==> src/rtl/probe_drop_pkg.sv <==
// Shared types and helpers for the probe drop collector.
// The defaults below match the production configuration; the top re-derives widths from its parameters.
package probe_drop_pkg;

  localparam int PD_REGIONS    = 2;
  localparam int PD_TS_W       = 32;
  localparam int PD_CNT_W      = 48;
  localparam int PD_FIFO_DEPTH = 16;
  localparam int PD_PC_W       = $clog2(PD_REGIONS + 1);

  typedef struct packed {
    logic [PD_TS_W-1:0]    ts;
    logic [PD_REGIONS-1:0] eof;
    logic [PD_REGIONS-1:0] drop;
  } probe_evt_t;

  function automatic logic [PD_PC_W-1:0] popcount(input logic [PD_REGIONS-1:0] v);
    logic [PD_PC_W-1:0] n;
    n = '0;
    for (int i = 0; i < PD_REGIONS; i++) n = n + PD_PC_W'(v[i]);
    return n;
  endfunction

endpackage

==> src/rtl/probe_evt_fifo.sv <==
// Synchronous show-ahead FIFO holding drop events.
// Pointers carry an extra wrap bit so full and empty are distinguishable.
module probe_evt_fifo #(
  parameter int W     = 8,
  parameter int DEPTH = 16
) (
  input  logic         clk_i,
  input  logic         rst_n_i,
  input  logic         wr_en_i,
  input  logic [W-1:0] wr_data_i,
  input  logic         rd_en_i,
  output logic [W-1:0] rd_data_o,
  output logic         full_o,
  output logic         empty_o
);

  localparam int AW = $clog2(DEPTH);

  logic [W-1:0] mem_q [DEPTH];
  logic [AW:0]  wptr_q, wptr_d;
  logic [AW:0]  rptr_q, rptr_d;
  logic         do_wr, do_rd;

  assign empty_o   = (wptr_q == rptr_q);
  assign full_o    = (wptr_q[AW] != rptr_q[AW]) && (wptr_q[AW-1:0] == rptr_q[AW-1:0]);
  assign rd_data_o = mem_q[rptr_q[AW-1:0]];

  // A write into a full FIFO is only taken when the head leaves in the same cycle.
  assign do_rd  = rd_en_i & ~empty_o;
  assign do_wr  = wr_en_i & (~full_o | do_rd);
  assign wptr_d = do_wr ? wptr_q + (AW+1)'(1) : wptr_q;
  assign rptr_d = do_rd ? rptr_q + (AW+1)'(1) : rptr_q;

  always_ff @(posedge clk_i or negedge rst_n_i) begin
    if (!rst_n_i) begin
      wptr_q <= '0;
      rptr_q <= '0;
    end else begin
      wptr_q <= wptr_d;
      rptr_q <= rptr_d;
    end
  end

  always_ff @(posedge clk_i) begin
    if (do_wr) mem_q[wptr_q[AW-1:0]] <= wr_data_i;
  end

endmodule

==> src/rtl/probe_drop_collector.sv <==
// Sink of the RX MAC drop probe: counts frames/drops per port and queues
// per-cycle drop events with a timestamp for a scoreboard or MI reader.
module probe_drop_collector
  import probe_drop_pkg::*;
#(
  parameter int REGIONS    = PD_REGIONS,
  parameter int TS_W       = PD_TS_W,
  parameter int CNT_W      = PD_CNT_W,
  parameter int FIFO_DEPTH = PD_FIFO_DEPTH
) (
  input  logic                 CLK,
  input  logic                 RESET_N,
  input  logic                 PROBE_VLD,
  input  logic [2*REGIONS-1:0] PROBE_DATA,
  output logic                 EV_VLD,
  input  logic                 EV_RDY,
  output logic [TS_W-1:0]      EV_TS,
  output logic [REGIONS-1:0]   EV_EOF,
  output logic [REGIONS-1:0]   EV_DROP,
  input  logic                 CNT_CLR,
  output logic [CNT_W-1:0]     FRAME_CNT,
  output logic [CNT_W-1:0]     DROP_CNT,
  output logic [CNT_W-1:0]     LOST_CNT,
  output logic                 OVERFLOW
);

  localparam int PC_W = $clog2(REGIONS + 1);

  typedef struct packed {
    logic [TS_W-1:0]    ts;
    logic [REGIONS-1:0] eof;
    logic [REGIONS-1:0] drop;
  } evt_t;

  function automatic logic [CNT_W-1:0] sat_add(input logic [CNT_W-1:0] base,
                                               input logic [PC_W-1:0]  inc);
    logic [CNT_W:0] s;
    s = {1'b0, base} + (CNT_W+1)'(inc);
    return s[CNT_W] ? '1 : s[CNT_W-1:0];
  endfunction

  logic [TS_W-1:0]      ts_q;
  logic                 s1_vld_q;
  logic [2*REGIONS-1:0] s1_data_q;
  logic [TS_W-1:0]      s1_ts_q;
  logic [CNT_W-1:0]     frame_q, frame_d, drop_q, drop_d, lost_q, lost_d;
  logic                 ovf_q, ovf_d;

  logic [REGIONS-1:0]   eof, dmask;
  logic [PC_W-1:0]      eof_n, drp_n;
  logic                 push, pop, lost, fifo_full, fifo_empty;
  evt_t                 wr_evt, rd_evt;

  always_ff @(posedge CLK or negedge RESET_N) begin
    if (!RESET_N) begin
      ts_q      <= '0;
      s1_vld_q  <= 1'b0;
      s1_data_q <= '0;
      s1_ts_q   <= '0;
      frame_q   <= '0;
      drop_q    <= '0;
      lost_q    <= '0;
      ovf_q     <= 1'b0;
    end else begin
      ts_q      <= ts_q + TS_W'(1);
      s1_vld_q  <= PROBE_VLD;
      s1_data_q <= PROBE_DATA;
      s1_ts_q   <= ts_q;
      frame_q   <= frame_d;
      drop_q    <= drop_d;
      lost_q    <= lost_d;
      ovf_q     <= ovf_d;
    end
  end

  // force_drop only means something in a region that also ends a frame.
  assign eof   = s1_data_q[2*REGIONS-1:REGIONS];
  assign dmask = eof & s1_data_q[REGIONS-1:0];

  always_comb begin
    eof_n = '0;
    drp_n = '0;
    for (int i = 0; i < REGIONS; i++) begin
      eof_n = eof_n + PC_W'(eof[i] & s1_vld_q);
      drp_n = drp_n + PC_W'(dmask[i] & s1_vld_q);
    end
  end

  assign push = s1_vld_q & (|eof);
  assign pop  = ~fifo_empty & EV_RDY;
  assign lost = push & fifo_full & ~pop;

  // Clear first, then add this cycle's increment.
  assign frame_d = sat_add(CNT_CLR ? '0 : frame_q, eof_n);
  assign drop_d  = sat_add(CNT_CLR ? '0 : drop_q, drp_n);
  assign lost_d  = sat_add(CNT_CLR ? '0 : lost_q, PC_W'(lost));
  assign ovf_d   = lost | (ovf_q & ~CNT_CLR);

  assign wr_evt = '{ts: s1_ts_q, eof: eof, drop: dmask};

  probe_evt_fifo #(
    .W     ($bits(evt_t)),
    .DEPTH (FIFO_DEPTH)
  ) u_fifo (
    .clk_i     (CLK),
    .rst_n_i   (RESET_N),
    .wr_en_i   (push & ~lost),
    .wr_data_i (wr_evt),
    .rd_en_i   (pop),
    .rd_data_o (rd_evt),
    .full_o    (fifo_full),
    .empty_o   (fifo_empty)
  );

  // Event fields read as zero while nothing is queued.
  assign EV_VLD    = ~fifo_empty;
  assign EV_TS     = EV_VLD ? rd_evt.ts   : '0;
  assign EV_EOF    = EV_VLD ? rd_evt.eof  : '0;
  assign EV_DROP   = EV_VLD ? rd_evt.drop : '0;
  assign FRAME_CNT = frame_q;
  assign DROP_CNT  = drop_q;
  assign LOST_CNT  = lost_q;
  assign OVERFLOW  = ovf_q;

endmodule
==> config.mk <==
export PLATFORM = sky130hd
export DESIGN_NAME = probe_drop_collector
export DESIGN_NICKNAME = d
export VERILOG_FILES = /design/src/rtl/probe_drop_pkg.sv /design/src/rtl/probe_evt_fifo.sv /design/src/rtl/probe_drop_collector.sv
export SDC_FILE = /design/constraint.sdc
export NUM_CORES = 1
export LEC_CHECK = 0
export ABC_CLOCK_PERIOD_IN_PS = 13700
export CORE_UTILIZATION = 58
export DETAILED_ROUTE_END_ITERATION = 8
export PLACE_DENSITY = 0.78
export SLEW_MARGIN = 15
export SYNTH_ARGS = -nofsm -noshare
export SYNTH_HDL_FRONTEND = slang
export SYNTH_HIERARCHICAL = 1
export SYNTH_SLANG_ARGS = --single-unit
==> constraint.sdc <==
create_clock -name CLK -period 13.7 [get_ports CLK]
set_clock_uncertainty 0.05 [all_clocks]
set_input_delay 2.74 -clock CLK [delete_from_list [all_inputs] [get_ports CLK]]
set_output_delay 2.74 -clock CLK [all_outputs]
set_load 0.005 [all_outputs]
==> results of run 1 <==
[critical path, delay by kind of cell (launching register included)]
family,cells,cell delay (ps)
compound gates,1,230
mux,1,430
buf+inv,2,1460
simple gates,2,340
flops,1,1180
[cell families (layout without fill, tap and decap cells)]
logic type	after synthesis	after routing	synth area share [%]
flops	800	800	69.14
buf+inv	120	394	1.942
simple gates	650	650	11.05
mux	148	148	9.920
compound gates	138	138	2.822
fa+ha+maj	12	12	0.4986
xor+xnor	175	175	4.627
[flip-flops by register name, summed over array words and instances (netlist names)]
name,cells
u_fifo/mem_q,576
DROP_CNT,48
FRAME_CNT,48
LOST_CNT,48
s1_ts_q,32
ts_q,32
u_fifo/rptr_q,5
u_fifo/wptr_q,5
s1_data_q,4
OVERFLOW,1
s1_vld_q,1
[synthesized netlist by cell type (all sizes together)]
master   count  area, um2
buf         53      391.6
or2          3      18.77
and3        42      262.8
nand2b      50      312.8
nand2      176      670.7
nor3b        1      7.510
a21oi        2      10.01
xnor2      134       1174
nor4b        1      15.01
or4          3      26.27
nor3        32      165.2
o311ai       1      16.27
nand4b       7      61.31
fa           2      40.04
and4        12      105.1
and2        15      93.84
a311o        1      10.01
or3          5      31.28
o22ai        1      6.260
mux2i        2      20.02
o31a         1      8.760
clkbuf      42      157.7
a22oi       72      540.5
and4b        9      90.09
nor2        48      180.2
edfxtp     576      17300
nor4        26      305.3
mux4       144       3243
nand4       47      312.8
o2111ai      1      8.760
ha          10      125.1
nor2b       89      556.8
inv         25      93.84
nand3b       3      35.03
a31oi        1      6.260
or3b         1      8.760
dfrtp      224       5605
xor2        41      359.1
mux2         2      22.52
o21ai       58      327.8
nand3       80      400.4
[final cells by class]
cell class / count / area [um2] / area share (%)
Tap cell: 756 / 945.9 / 2.462
Timing Repair Buffer: 220 / 2142 / 5.576
Clock buffer: 116 / 2332 / 6.071
Sequential cell: 800 / 22910 / 59.64
Clock inverter: 33 / 347.8 / 0.9055
Multi-Input combinational cell: 1123 / 9642 / 25.10
Inverter: 25 / 93.84 / 0.2443
[final timing paths]
kind / cells past startpoint / end / from / slack, ps
max: 6 / EV_DROP[1] / u_fifo/rptr_q[1] / 6550
min: 0 / s1_ts_q[31] / ts_q[31] / 360
max reg2reg: 17 / LOST_CNT[17] / u_fifo/rptr_q[1] / 7620
min reg2reg: 0 / s1_ts_q[31] / ts_q[31] / 360
max in group asynchronous: 3 / DROP_CNT[43] / RESET_N / 9260
min in group asynchronous: 1 / FRAME_CNT[46] / RESET_N / 2060
[power by group through the flow]
| stage | clock, mW | sequential, mW | combinational [mW] |
|---|---|---|---|
| after floorplan | 0 | 2.80 | 1.01 |
| after global placement | 0 | 2.91 | 1.41 |
| after detailed placement | 0 | 2.92 | 1.42 |
| after CTS | 2.23 | 2.88 | 1.44 |
| after global routing | 2.32 | 2.89 | 1.52 |
| final | 2.20 | 2.87 | 1.43 |
[metrics by stage]
stage / hold slack, ps / area [um2] / worst slack, ps
5_1_grt: 375.5 / 38410 / 6371
4_1_cts: 361.6 / 38410 / 6542
3_3_place_gp: 336.5 / 35730 / 7265
6_report: 364.4 / 38410 / 6550
2_1_floorplan: 322.9 / 33120 / 7255
3_5_place_dp: 344.1 / 35730 / 7164
[metal layers]
metal  up-vias  wire length, um  track usage [%]
met1      9798            30450            38.26
li1       8181                -                -
met4         6             1581            7.269
met5         -               45                0
met3       144             6730            5.570
met2       930            37390            43.21
==> run summary, run 1 <==
The via count is 19059. In this run, placement finished with an instance count of 2924. The cell with the largest stage delay on the worst path is dfrtp_4. The initial core utilization came out at 58.74%. The final-layout fill cell count was 3693. The core region is 0.05639 mm2. The congestion estimate from routability-driven global placement came to 0.8614.

Detailed placement ended at an HPWL of 41.61 mm. The clock-pin slew on the worst setup and hold paths is 60 ps, and the register bit total from synthesis is 800. For the leakage component of the power, the log shows 14.59 nW.

The mean area per synthesized cell is 16.21 um2. The H-tree was split into 3 levels. Most common cell after layout, fill and taps aside: edfxtp_1.

Summing every instance area after synthesis gives 0.03312 mm2. Row generation in the floorplan step produced 87 rows. Yosys printed 6 warnings. For the worst setup path, the data required time is 10910 ps. For the number of global-route vias before repair, the log shows 19380. Of the cells placed in the final design, the portion with a size suffix greater than 1 is 15.49%. The total power per unit cell area came out at 169.3 mW/mm2. The logs give 5 for the number of iterations in the first detailed-routing pass and 54 for the number of distinct library cells after synthesis.

The cell internal power dissipation was 4.727 mW. The number of cells produced by synthesis was 2043; the switching power total was 1.775 mW. The floorplan die width came out at 241.0 um. Using the TritonRoute via totals, the vias-per-cell ratio works out to 6.202. Synthesis produced a netlist with a net count of 2064. Measured against its own limit, the worst slew margin works out to 22.25%. Number of antenna violations at the first check in global routing: 4. Max-cap violations in this run came to 0. Compared with the post-synthesis result, the final layout area differs by 15.97%.

TritonCTS built the clock tree. The total of hold buffers inserted after clock tree synthesis is 0. STA puts the critical path data arrival time at 4360 ps. Static timing analysis puts the maximum clock frequency at 0.1399 GHz. The tools report the number of top-level pins as 191. The post-synthesis sequential area ratio is 69.14%. The run gives 0 as the post-detailed-route count of antenna-violating nets. The number of setup buffers added after CTS is 0. The post-cts sizing count was 0. Dividing the detail-routed wire length by the instance count gives 24.80 um.

In the layout the commonest cells are edfxtp_1, dfrtp_1, clkdlybuf4s50_1. Setup violations remaining at the end of the flow were counted as 0. The worst setup path is launched from a flip-flop. The tools report the maximum clock path buffer count as 3.

Setup repair after global routing left no endpoint under its margin. The die is 241.0 um tall. Entering global routing, the biggest net connects 97 pins. The insertion delay to the later sink of the worst-skew pair came out at 630 ps. Cells fill 68.12% of the core in the end. The tools report the number of hold-slack violations in the final timing report as 0. The flow ran to the end, and the final reports show no timing, DRC or antenna violations. VDD sags by at most 185.4 uV. In the routed design, unresolved DRC markers number 0. The delay of the slowest cell on the worst path works out to 1180 ps. The share of power burned in the clock network came out at 33.9%.

The tools report the sort of element at the end of the critical path as a primary output. In this run, CTS created clock tree buffers numbering 80. The critical path goes through buf_4 -> mux4_2 -> a22oi_1 -> nand2_1 -> nor2b_1 -> clkdlybuf4s50_1. Dividing the final minimum period by the clock period gives 52.19%.

The critical path class is flip-flop to primary output. The worst path needs 7150 ps of the cycle, external delays included. The portion of total power attributed to combinational logic is 22.0%, and the remaining global-route overflow is 0. The sum of negative setup slack was 0 ps; the switching power as a share of total power was 27.30%.

For this block, the routed nets add up to 76.20 mm of wire. The tools report the master cell of the clock root buffer as clkbuf_16. Of all nets on the critical path, the largest fanout is 76.

The tools report the final count of pins violating max slew as 0. The logs give 6.502 mW for the total chip power and 1851 for the number of DRC violations after detailed-routing iteration 0. The class of the tightest hold or removal check was flip-flop to flip-flop.

The first global-routing pass estimated 116.0 mm of wire. Of the total power, registers draw 44.2%. Global routing consumed, over all layers together, 27.03% of the routing resources. The tools report the overall die area as 0.05807 mm2.

The repair_antennas step left the layout with diodes totalling 0. In the final design database the tool counted 2271 nets. At the pin with the least slew margin, the transition time is 1166 ps.

The clock net sink count is 800, and the total of buffers placed on input and output ports is 190. Once layout is complete, the cells apart from fillers number 3073.
Power figures use the tool's default switching activity.
==> run 2, diff against run 1 <==
- ABC_CLOCK_PERIOD_IN_PS: 13700 -> 5900
- CORE_UTILIZATION: 58 -> 54
- PLACE_DENSITY: 0.78 -> 0.76
- clock period: 13.7 -> 5.9 ns (I/O delays scaled with it)
==> run summary, run 2 (synthesis results as in run 1) <==
The worst register-to-register path begins at u_fifo/rptr_q[2]. The number of DRC violations after detailed-routing iteration 0 is 1649 (-11%). In the layout the commonest cells are edfxtp_1, dfrtp_1, clkdlybuf4s50_1. The worst setup path is captured at a primary output.

For this design, the slowest cell found on the critical path is buf_4. The total chip power came out at 15.41 mW (+140%). Proportion of layout cells with a drive suffix above 1: 15.85% (+0.36 points). By startpoint and endpoint, the worst setup path is classified as flip-flop to primary output.

The number of H-tree levels came out at 3 (unchanged). For the total of max-cap violations, the log shows 0 (unchanged). The leakage component of the power was 14.71 nW (+0.82%); the share of power burned in the clock network was 34.9% (+1.0 points). The logs give 11.23 mW (+140%) for the cell internal power dissipation and 0 (unchanged) for the number of hold-slack violations in the final timing report. The switching power total is 4.184 mW (+140%), and the final routed DRC violation total is 0 (unchanged).

The setup slack of the worst register-to-register path came out at 1680 ps (-5940 ps). The run gives 81 (+1.3%) as the number of buffers created by CTS. The core outline area was 0.06047 mm2 (+7.2%).

The tools report the master cell of the clock root buffer as clkbuf_16. Layer with the highest usage after global routing: met2. The total power per unit cell area was 398.5 mW/mm2 (+140%). The final count of pins violating max slew is 0 (unchanged), and the upper clock frequency limit is 0.2117 GHz. Average wire per standard cell: 24.73 um (-0.25%). For the proportion of power drawn by flip-flops and latches, the log shows 41.9% (-2.3 points). The tools report the final worst hold slack as 350.5 ps (-13.82 ps).

Class of the tightest hold or removal check: flip-flop to flip-flop. The count of cells along the worst hold path works out to 0 (unchanged). The logs give 23.2% (+1.2 points) for the portion of total power attributed to combinational logic and 191 (unchanged) for the number of top-level pins. Traced cell by cell, the critical path runs through buf_4 -> mux4_2 -> a22oi_1 -> nand2_1 -> nor2b_1 -> clkdlybuf4s50_1. For the met3 usage in global routing, the log shows 6.633% (+1.1 points). The run finished with clean final reports. The run gives 491.2 uV (+160%) as the worst-case vdd ir drop. The number of iterations in the first detailed-routing pass was 5 (unchanged); the clock-pin slew on the worst setup and hold paths was 60 ps (about the same).

The via count is 18934 (-0.66%). The routed wire length is 76.92 mm (+0.95%). The synthesis-to-layout area growth is 16.78%, and the final layout net count is 2281 (+0.44%). The diode insertion count for antenna repair came out at 0 (unchanged). The number of global-route vias before repair is 19877 (+2.6%).

TritonCTS built the clock tree. The run gives 43.44 mm (+4.4%) as the sum of net half-perimeters after detailed placement. The logs give 90 (+3.4%) for the number of placement rows and 0.06233 mm2 (+7.3%) for the overall die area. The delay of the slowest cell on the worst path came out at 890 ps (-290 ps). The total of hold buffers inserted after clock tree synthesis was 0 (unchanged); the number of antenna violations at the first check in global routing was 2 (-2). The fraction of the cycle the final worst path needs was 80.05%. The timing startpoint of the critical path is u_fifo/rptr_q[1]. The worst-case reg-to-reg path depth was 17 (unchanged). The tools report the final setup violation count as 0 (unchanged). Number of flip-flops in the largest register: 576 (unchanged).

The clock net sink count came out at 800 (unchanged). Maximum number of pins on one net before global-route repair: 131 (+35%). The met1 capacity usage during global routing was 33.41% (-4.8 points); the switching power as a share of total power was 27.14% (-0.15 points). The most common cell after layout, fill and taps aside was edfxtp_1. The total of buffers placed on input and output ports was 190 (unchanged). The number of vias per cell after detailed routing came out at 6.088 (-1.8%). The global-route wire length before repair came out at 119.2 mm (+2.8%). The post-layout minimum cycle time came out at 4723 ps. The launch point of the worst hold path was ts_q[31]. The run gives 0 (unchanged) as the post-cts sizing count. The slew at the pin closest to its max-slew limit is 1203 ps (+36.34 ps). Final-layout fill cell count: 4189 (+13%). Setup repair after global routing left no endpoint under its margin. Total global-route track usage: 25.21% (-1.8 points). The floorplan die width is 249.7 um (+3.6%), and the post-detailed-route count of antenna-violating nets is 0 (unchanged).

The number of post-CTS setup repair buffers is 0 (unchanged), and the global-route met2 utilization is 41.30% (-1.9 points). The tools report the hold-critical path endpoint as s1_ts_q[31]. For the arrival time of data at the critical path endpoint, the log shows 3490 ps (-870 ps).

The worst setup path is launched from a flip-flop. The remaining max-slew budget at the tightest pin is 19.82% (-2.4 points), and the maximum clock path buffer count is 3 (unchanged). Maximum fanout along the worst path: 79 (+3.9%). In this run the critical register-to-register path is captured at LOST_CNT[7]. The remaining global-route overflow is 0 (unchanged).

The run gives 620 ps (about the same) as the insertion delay to the later sink of the worst-skew pair. The placer congestion estimate is 0.8507 (-1.2%), and the initial core utilization is 54.78% (-4.0 points). The sum of negative setup slack was 0 ps (unchanged); the floorplan die height was 249.7 um (+3.6%). The run gives 4670 ps (-6240 ps) as the worst endpoint required time.
## run 2: area by class of cell
cell class	instances	area [um2]	share of cell area, %
clock buffers	102	2180	5.635
clock inverters	49	615.6	1.591
inverters	25	93.84	0.2426
multi-input cells	1123	9642	24.93
flip-flops and latches	800	22910	59.23
well taps	782	978.4	2.530
repair buffers	229	2262	5.848
## run 2: how the worst max path moves through the flow
stage,endpoint,cells after the start
4_1_cts,EV_EOF[0],6
3_5_place_dp,FRAME_CNT[37],11
3_3_place_gp,FRAME_CNT[35],11
2_1_floorplan,u_fifo/mem_q[11][0],11
5_1_grt,EV_EOF[0],6
6_report,EV_DROP[0],6
## run 2: power groups by stage
stage                     registers, mW  logic, mW  clock network (mW)
final                              6.46       3.58                5.37
after global routing               6.48       3.84                5.66
after CTS                          6.46       3.63                5.46
after detailed placement           6.57       3.59                   0
after global placement             6.55       3.56                   0
after floorplan                    6.50       2.33                   0
## run 2: worst max-delay path, delay by kind of cell, from the launching register on
kind / cells / cell delay (ps)
DFF: 1 / 440
buffers and inverters: 2 / 1460
muxes: 1 / 410
AOI/OAI and AO/OA: 1 / 100
and+or+nand+nor: 2 / 420
## run 2: per-layer routing
layer  share of wire, %  vias to the layer above
met5              0.033                        -
met4                2.4                        4
li1                   -                     8203
met2                 49                      769
met1                 40                     9836
met3                8.2                      122
## run 2: per-stage QoR
stage	setup slack, ps	instances	util (%)	instance area [um2]
final	1177	3110	63.97	38680
after global routing	955.1	3110	63.97	38680
after CTS	1113	3110	63.97	38680
after detailed placement	1398	2959	59.34	35890
after global placement	1559	2957	59.25	35830
after floorplan	936.9	2043	-	33120
==> run 3, diff against run 2 <==
- ABC_CLOCK_PERIOD_IN_PS: 5900 -> 4700
- CORE_UTILIZATION: 54 -> 58
- PLACE_DENSITY: 0.76 -> 0.78
- clock period: 5.9 -> 4.7 ns (I/O delays scaled with it)
==> run summary, run 3 (synthesis results as in run 1) <==
The insertion delay to the later sink of the worst-skew pair was 630 ps (about the same); the average wire per standard cell was 24.89 um (+0.64%). Maximum fanout along the worst path: 102 (+29%). TritonCTS built the clock tree. The number of flip-flops in the largest register was 576 (unchanged). Master cell of the clock root buffer: clkbuf_16. For the cell internal power dissipation, the log shows 14.05 mW (+25%). In this run the worst hold path is classified as primary input to async pin. The run gives 0 (unchanged) as the remaining global-route overflow. The leakage component of the power is 14.71 nW (about the same), and the total of max-cap violations is 0 (unchanged). The sum of negative setup slack came out at 0 ps (unchanged). The routed wire length is 76.67 mm (-0.33%), and the switching power as a share of total power is 27.14% (about the same). The tools report the portion of total power attributed to combinational logic as 23.7% (+0.5 points). The critical path is of the flip-flop to primary output type.

The maximum clock path buffer count came out at 3 (unchanged). The total of hold buffers inserted after clock tree synthesis was 0 (unchanged). For the initial core utilization, the log shows 58.74% (+4.0 points). Worst endpoint required time: 3710 ps (-960 ps). The sort of element at the start of the critical path was a flip-flop. Total power per unit cell area: 497.8 mW/mm2 (+25%). The routed design could run at a clock period as short as 4431 ps. The run gives 0 (unchanged) as the final setup violation count.

The placer congestion estimate is 0.8745 (+2.8%), and the maximum number of pins on one net before global-route repair is 148 (+13%). The via count was 19044 (+0.58%); the number of vias per cell after detailed routing was 6.183 (+1.6%). The run gives 3650 (-13%) as the final-layout fill cell count.

The total of buffers placed on input and output ports was 190 (unchanged); the clock-pin slew on the worst setup and hold paths was 60 ps (about the same). The logs give 191 (unchanged) for the number of top-level pins and 3440 ps (-50 ps) for the arrival time of data at the critical path endpoint. The final count of pins violating max slew was 0 (unchanged); the worst-case vdd ir drop was 555.7 uV (+13%).

The tools report the remaining max-slew budget at the tightest pin as 37.92% (+18 points). For the sum of net half-perimeters after detailed placement, the log shows 41.81 mm (-3.8%). The sort of element at the end of the critical path is a primary output. The number of global-route vias before repair is 19362 (-2.6%). The library cells used most frequently in the layout, excluding fill and tap cells, are edfxtp_1, dfrtp_1, clkdlybuf4s50_1. The final standard cell area without fillers is 0.03874 mm2 (+0.17%). The total global-route track usage is 27.26% (+2.0 points). Most common cell after layout, fill and taps aside: edfxtp_1. The clock net sink count is 800 (unchanged), and the final routed DRC violation total is 0 (unchanged).

Core outline area: 0.05639 mm2 (-6.8%). For the overall die area, the log shows 0.05807 mm2 (-6.8%). For the final layout net count, the log shows 2278 (-0.13%). The floorplan die width was 241.0 um (-3.5%). For the proportion of power drawn by flip-flops and latches, the log shows 42.1% (+0.2 points).

The number of iterations in the first detailed-routing pass came out at 6 (+1). The floorplan die height is 241.0 um (-3.5%). The flow ran to the end, and the final reports show no timing, DRC or antenna violations.

The tools report the number of post-CTS setup repair buffers as 0 (unchanged). Share of power burned in the clock network: 34.2% (-0.7 points). The tools report the number of buffers created by CTS as 79 (-2.5%).

The fraction of the cycle the final worst path needs works out to 94.27%. The synthesis-to-layout area growth is 16.97%. Switching power total: 5.235 mW (+25%). The instance area after placement is 0.03601 mm2 (+0.33%), and the slew at the pin closest to its max-slew limit is 931.2 ps (-271.4 ps). The tools report the post-detailed-route count of antenna-violating nets as 0 (unchanged). The logs give 0 (unchanged) for the number of hold-slack violations in the final timing report and 1833 (+11%) for the number of DRC violations after detailed-routing iteration 0. Global-route wire length before repair: 117.4 mm (-1.5%). The tools report the upper clock frequency limit as 0.2257 GHz. The final core utilization was 68.71% (+4.7 points). Setup repair after global routing left no endpoint under its margin. The number of placement rows was 87 (-3.3%). The proportion of layout cells with a drive suffix above 1 was 15.79% (-0.059 points); the number of H-tree levels was 3 (unchanged). The number of antenna violations at the first check in global routing is 3 (+1), and the diode insertion count for antenna repair is 0 (unchanged).

The post-cts sizing count came out at 0 (unchanged).
[run 3: cell types whose count changed in the layout (fill, tap and decap cells not counted), moves of 3 or more]
cell / previous run / this run
clkbuf_8: 1 / 8
clkinv_2: 18 / 14
buf_4: 36 / 22
buf_12: 2 / 17
clkinvlp_4: 0 / 3
clkbuf_16: 84 / 81
[run 3: metal layers]
metal / routed length [um] / global-route usage [%] / up-vias
met5: 22 / 0 / -
met3: 7017 / 6.199 / 121
li1: - / - / 8199
met2: 37730 / 43.81 / 888
met1: 30370 / 37.79 / 9832
met4: 1531 / 7.710 / 4
[run 3: area by class of cell]
cell class                 count  area (um2)  share of cell area, %
clock buffer                 104        2193                  5.661
clock inverter                44       545.5                  1.408
inverter                      25       93.84                 0.2422
multi-input combinational   1123        9654                  24.92
sequential                   800       22910                  59.13
tap                          756       945.9                  2.441
timing repair buffer         228        2402                  6.200
[run 3: per-stage QoR]
| step | hold WS (ps) | power (mW) | cells | worst slack (ps) |
|---|---|---|---|---|
| floorplan | 322.9 | 11.09 | 2043 | 735.8 |
| global placement | 339.2 | 12.73 | 2932 | 778.2 |
| detailed placement | 340.0 | 12.82 | 2932 | 730.8 |
| CTS | 369.6 | 19.43 | 3080 | 199.4 |
| global route | 379.4 | 19.98 | 3080 | 100.9 |
| finish | 309.2 | 19.29 | 3080 | 269.3 |
[run 3: path summary, 6_finish.rpt]
path	start	to	slack (ps)	cells past startpoint
worst max-delay path	u_fifo/rptr_q[0]	EV_TS[19]	270	6
worst min-delay path	RESET_N	DROP_CNT[10]	310	1
worst max register to register	u_fifo/rptr_q[2]	LOST_CNT[38]	690	16
worst min register to register	ts_q[31]	s1_ts_q[31]	370	0
max in group asynchronous	RESET_N	s1_ts_q[10]	3270	2
min in group CLK	ts_q[31]	s1_ts_q[31]	370	0
[run 3: power groups by stage]
stage | clock [mW] | combinational (mW) | sequential, mW
after floorplan | 0 | 2.93 | 8.15
after global placement | 0 | 4.52 | 8.21
after detailed placement | 0 | 4.58 | 8.24
after CTS | 6.69 | 4.63 | 8.11
after global routing | 6.97 | 4.88 | 8.14
final | 6.60 | 4.57 | 8.11
[run 3: worst max-delay path, stage by stage (launching register included)]
cell             delay, ps
dfrtp_4                440
buf_12                 600
mux4_2                 610
a22oi_1                260
nand2_1                180
nor2b_1                170
clkdlybuf4s50_1        470
